## src/rtl/frame_rx.sv

```systemverilog
// frame_rx: K.28.1 preamble hunt, 4-byte CRC strip and per-frame verdict.
// Optional FRAME_RX_STATS_EN adds good_cnt/bad_cnt frame counters.
module frame_rx #(
  parameter int MAX_LEN = 1024
) (
  input  logic        clk,
  input  logic        reset,
  input  logic [7:0]  rx_data,
  input  logic        rx_k,
  output logic [7:0]  crc_in,
  output logic        crc_in_valid,
  input  logic [31:0] crc_out,
  output logic [7:0]  pl_data,
  output logic        pl_valid,
  output logic        frame_done,
  output logic        frame_ok,
  output logic [1:0]  err_code,
  output logic [15:0] frame_len
`ifdef FRAME_RX_STATS_EN
  ,
  output logic [31:0] good_cnt,
  output logic [31:0] bad_cnt
`endif
);

  typedef enum logic [1:0] {
    HUNT,
    DATA,
    CHECK
  } state_t;

  localparam logic [15:0] MAX = 16'(MAX_LEN);

  state_t          state;
  logic [3:0][7:0] sr;
  logic [2:0]      fill;
  logic [1:0]      comma_cnt;
  logic [15:0]     payload_cnt;

  logic       is_comma;
  logic       is_eof;
  logic       full;
  logic       crc_match;
  logic       abort;
  logic [1:0] abort_code;
  logic       emit;
  logic       shift;
  logic       to_check;

  assign is_comma  = rx_k && rx_data == 8'h3C;
  assign is_eof    = rx_k && rx_data == 8'hBC;
  assign full      = fill == 3'd4;
  // sr[3] holds the first CRC byte received, sr[0] the last
  assign crc_match = {sr[0], sr[1], sr[2], sr[3]} == crc_out;
  assign pl_data   = crc_in;
  assign pl_valid  = crc_in_valid;

  always_comb begin
    abort      = 1'b0;
    abort_code = 2'd0;
    emit       = 1'b0;
    shift      = 1'b0;
    to_check   = 1'b0;
    if (state == DATA) begin
      unique case (1'b1)
        !rx_k: begin
          if (full && payload_cnt == MAX) begin
            abort      = 1'b1;
            abort_code = 2'd2;
          end else begin
            shift = 1'b1;
            emit  = full;
          end
        end
        is_comma && fill == 3'd0 && payload_cnt == 16'd0: begin
        end
        is_eof: begin
          if (!full || payload_cnt == 16'd0) begin
            abort      = 1'b1;
            abort_code = 2'd1;
          end else begin
            to_check = 1'b1;
          end
        end
        default: begin
          abort      = 1'b1;
          abort_code = 2'd3;
        end
      endcase
    end
  end

  always_ff @(posedge clk or posedge reset) begin
    if (reset) begin
      state        <= HUNT;
      sr           <= '0;
      fill         <= 3'd0;
      comma_cnt    <= 2'd0;
      payload_cnt  <= 16'd0;
      crc_in       <= 8'd0;
      crc_in_valid <= 1'b0;
      frame_done   <= 1'b0;
      frame_ok     <= 1'b0;
      err_code     <= 2'd0;
      frame_len    <= 16'd0;
    end else begin
      crc_in_valid <= emit;
      frame_done   <= abort || state == CHECK;
      if (shift)
        sr <= {sr[2:0], rx_data};
      if (shift && !full)
        fill <= fill + 3'd1;
      if (emit) begin
        crc_in      <= sr[3];
        payload_cnt <= payload_cnt + 16'd1;
      end
      if (to_check)
        state <= CHECK;
      if (abort) begin
        state       <= HUNT;
        fill        <= 3'd0;
        payload_cnt <= 16'd0;
        comma_cnt   <= 2'd0;
        frame_ok    <= 1'b0;
        err_code    <= abort_code;
        frame_len   <= payload_cnt;
      end
      // CHECK keeps counting commas so a preamble can follow EOF directly
      if (state != DATA) begin
        if (state == CHECK) begin
          state     <= HUNT;
          frame_ok  <= crc_match;
          err_code  <= 2'd0;
          frame_len <= payload_cnt;
        end
        if (!is_comma) begin
          comma_cnt <= 2'd0;
        end else if (comma_cnt == 2'd3) begin
          state       <= DATA;
          comma_cnt   <= 2'd0;
          fill        <= 3'd0;
          payload_cnt <= 16'd0;
        end else begin
          comma_cnt <= comma_cnt + 2'd1;
        end
      end
    end
  end

`ifdef FRAME_RX_STATS_EN
  always_ff @(posedge clk or posedge reset) begin
    if (reset) begin
      good_cnt <= 32'd0;
      bad_cnt  <= 32'd0;
    end else if (state == CHECK && crc_match) begin
      good_cnt <= good_cnt + 32'd1;
    end else if (abort || state == CHECK) begin
      bad_cnt <= bad_cnt + 32'd1;
    end
  end
`endif

endmodule

```

## config.mk

```make
export PLATFORM = sky130hd
export DESIGN_NAME = frame_rx
export DESIGN_NICKNAME = d
export VERILOG_FILES = /design/src/rtl/frame_rx.sv
export SDC_FILE = /design/constraint.sdc
export NUM_CORES = 1
export LEC_CHECK = 0
export CORE_ASPECT_RATIO = 0.6
export CORE_MARGIN = 2
export CORE_UTILIZATION = 59
export CTS_BUF_LIST = sky130_fd_sc_hd__clkbuf_8
export DETAILED_ROUTE_END_ITERATION = 10
export PLACE_DENSITY = 0.91
export RECOVER_POWER = 100
export SLEW_MARGIN = 20
export SYNTH_ARGS = -nofsm -noshare
export SYNTH_HDL_FRONTEND = slang
export SYNTH_SLANG_ARGS = --single-unit
export TNS_END_PERCENT = 10
```

## constraint.sdc

```tcl
create_clock -name clk -period 7.8 [get_ports clk]
set_input_delay 1.56 -clock clk [delete_from_list [all_inputs] [get_ports clk]]
set_output_delay 1.56 -clock clk [all_outputs]
set_load 0.02 [all_outputs]
```

==> results.yml <==
run_status:
  outcome: "finished, violations left"
  violations: "max-capacitance violations, max-slew violations"
routing:
  drc: 0
  antenna_left: 0
  post_drt_wl_per_cell_um: 19.3
  via_per_inst: 6.28
  dr.pass1.iters: 6
  drt_iter0_markers: 548
  num_vias: 3845
  wirelength_um: 11800
worst_setup_path:
  crit_family: "compound AO/OA/AOI/OAI gates"
  crit_chain: "dlygate4sd3_1 -> and4bb_1 -> and2_0 -> and4_1 -> o21ai_0 -> a221oi_1"
  max_stage_delay_ps: 2070
  cp-end-kind: "flip-flop"
  critPathSlowestCell: "o21ai_0"
  startpoint_type: "primary input"
  cp_max_fo: 23
  critical_path_buf_inv_count: 1
  arrival_ps: 5540
  cp.required_ps: 7930
  crit_type: "primary input to flip-flop"
floorplan:
  die-height_um: 73.2
  core-area_mm2: 0.00779
  io_pins: 81
  initial_core_util: 0.604
  die_area_mm2: 0.00873
  std_cell_rows: 25
  fp.dieW_um: 119
logic_synthesis:
  ys_seq_area_frac: 0.447
  synth_top_area_frac: 0.447
  synth_area_leaders: "dfrtp_1 45%, mux2_2 9.1%, xnor2_1 6.0%"
  synth_edf_count: 0
  ys_seq_elements: 84
  synth_top_area_cell: "dfrtp_1"
  netlist_area_mm2: 0.00470
  async_flop_share: 1.00
  synth_cells: 442
  yosysWarnings: 0
  synth.distinct_cells: 49
  synthesis.nets: 490
  avgSynthCellArea_um2: 10.6
  synth_ff_type: "dfrtp_1"
sta:
  fin_worst_skew_ps: 9.31
  worst_slew_pin_slew_ps: 2660
  grt_setup_unrepaired: "no"
  setup_slack_ps: 2390
  fin_crit_sh: 0.694
  report.final.setup_viol: 0
  whs_ps: 530
  max_freq_mhz: 185
  slew_headroom: -0.789
  timing_hold_violations_final: 0
  finalSetupTns_ps: 0
  slew_violations: 57
  period_needed_ps: 5410
clock_tree:
  cts.hold.buffers_added: 0
  clk_pin_slew_ps: 80
  cts_tree: "done"
  clock_latency_ps: 370
  ctsRootBufferMaster: "clkbuf_8"
  htreeDepth: 3
  cts_buffer_depth: 2
  postCtsSetupRepairBufs: 0
  cts_buffers: 9
  cts_sinks: 84
  cts_resized: 0
pwr:
  p_leak_nw: 2.32
  power.density_mw_per_mm2: 139
  vdd_ir_drop_max_mv: 0.134
finish:
  drive_gt1_frac: 0.139
  n_fill_cell: 540
  finalNetCount: 547
  final_cell_mix: "84 x dfrtp_1, 57 x nand2_1, 40 x clkdlybuf4s50_1, 40 x dlygate4sd3_1, 38 x mux2_2"
  area_growth_pct: 19.0
  multiInputGateArea_mm2: 0.00231
  register_area_mm2: 0.00210
  n_antenna_cell: 0
  fin_area_mm2: 0.00560
  final_common_cell: "dfrtp_1"
placed_design:
  dpl-instance-area_mm2: 0.00543
  gp_congestion: 0.893
  io_buffer_count: 80
  dp_hpwl_um: 8290
  dpl_worst_slack_ps: 3680
global_routing:
  antenna_found_initial: 0
  use_met2: 0.439
  grt_start_max_net_pins: 85
  grt_pass1_wl_um: 19100
  gr-usage-met1: 0.396
  overflow: 0
  track_usage: 0.287
  use_met3: 0.0828
  busiest_layer: "met2"
  grt_pass1_vias: 3656
job:
  maxCapViolations: 2
worst_hold_path:
  min_path_type: "flip-flop to flip-flop"
-- worst register-to-register path, delay by kind of cell, from the launching register on --
family	cells	cell delay (ps)
compound gates	2	2420
buf+inv	1	150
flops	1	460
fa+ha+maj	1	160
simple gates	3	1030
-- final cells by class --
type	count	share of cell area
clock buffer	12	0.0295
inverter	9	0.00626
sequential	84	0.376
tap	108	0.0241
timing repair buffer	83	0.147
clock inverter	4	0.00402
multi-input combinational	312	0.413
-- synthesized netlist by cell type, types with 2 or more instances --
library cell,number
a211oi_1,16
nand3_1,11
nand4_2,2
o211ai_1,3
nand4_1,17
xnor2_1,32
xor2_1,16
mux2_2,38
a311o_1,14
nand2_1,57
mux2_1,2
nor2_1,6
nor4_1,3
dfrtp_1,84
nor4_4,2
and2_1,9
o21ai_0,18
ha_1,5
a21oi_1,3
o21ai_4,2
buf_4,12
buf_6,5
clkbuf_1,11
o21a_1,4
buf_2,9
and3_1,6
o2111ai_1,3
nor3b_1,3
nor3_1,16
inv_1,8
a221oi_1,2
and4_1,6
-- layer usage --
metal  wire length [um]  up-vias  part of all wire
li1                   -     1713                 -
met1               5030     1844              0.43
met4                267        0             0.023
met5                  0        -                 0
met3               1170       45             0.099
met2               5360      243              0.45
-- stage by stage --
stage / util / total power, W / std cells
after global placement: 0.698 / 0.000494 / 596
after CTS: 0.722 / 0.000784 / 612
after global routing: 0.719 / 0.000805 / 612
after detailed placement: 0.698 / 0.000495 / 596
final: 0.719 / 0.000778 / 612
after floorplan: - / 0.000466 / 442
-- path summary, 6_finish.rpt --
path	start	endpoint	slack (ps)	cells after the start
max reg2reg	payload_cnt[0]	payload_cnt[1]	3340	7
min	crc_in[1]	crc_in[1]	530	1
min reg2reg	crc_in[1]	crc_in[1]	530	1
min in group asynchronous	reset	crc_in[1]	1870	3
max	rx_k	payload_cnt[1]	2390	6
max in group asynchronous	reset	payload_cnt[13]	5410	3
-- power breakdown --
| part | internal [W] | total, W | switching [W] |
|---|---|---|---|
| combinational | 0.0000260 | 0.0000502 | 0.0000242 |
| sequential | 0.000435 | 0.000435 | 0.0000000510 |
| clock | 0.000140 | 0.000293 | 0.000153 |
| total | 0.000601 | 0.000778 | 0.000177 |
-- cells by family (layout without fill, tap and decap cells) --
| logic type | Yosys count | after routing | share of synthesized area |
|---|---|---|---|
| compound gates | 73 | 73 | 0.123 |
| flops | 84 | 84 | 0.447 |
| xor+xnor | 48 | 48 | 0.0894 |
| mux | 40 | 40 | 0.0957 |
| buf+inv | 46 | 108 | 0.0566 |
| fa+ha+maj | 5 | 5 | 0.0133 |
| simple gates | 146 | 146 | 0.175 |
-- state kept, by name, indices dropped and copies added, names as in the netlist --
name / cells
err_code: 2
comma_cnt: 2
frame_len: 16
frame_ok: 1
frame_done: 1
crc_in_valid: 1
payload_cnt: 16
crc_in: 8
state: 2
fill: 3
sr: 32
No activity file was read; power rests on OpenSTA's default activity.
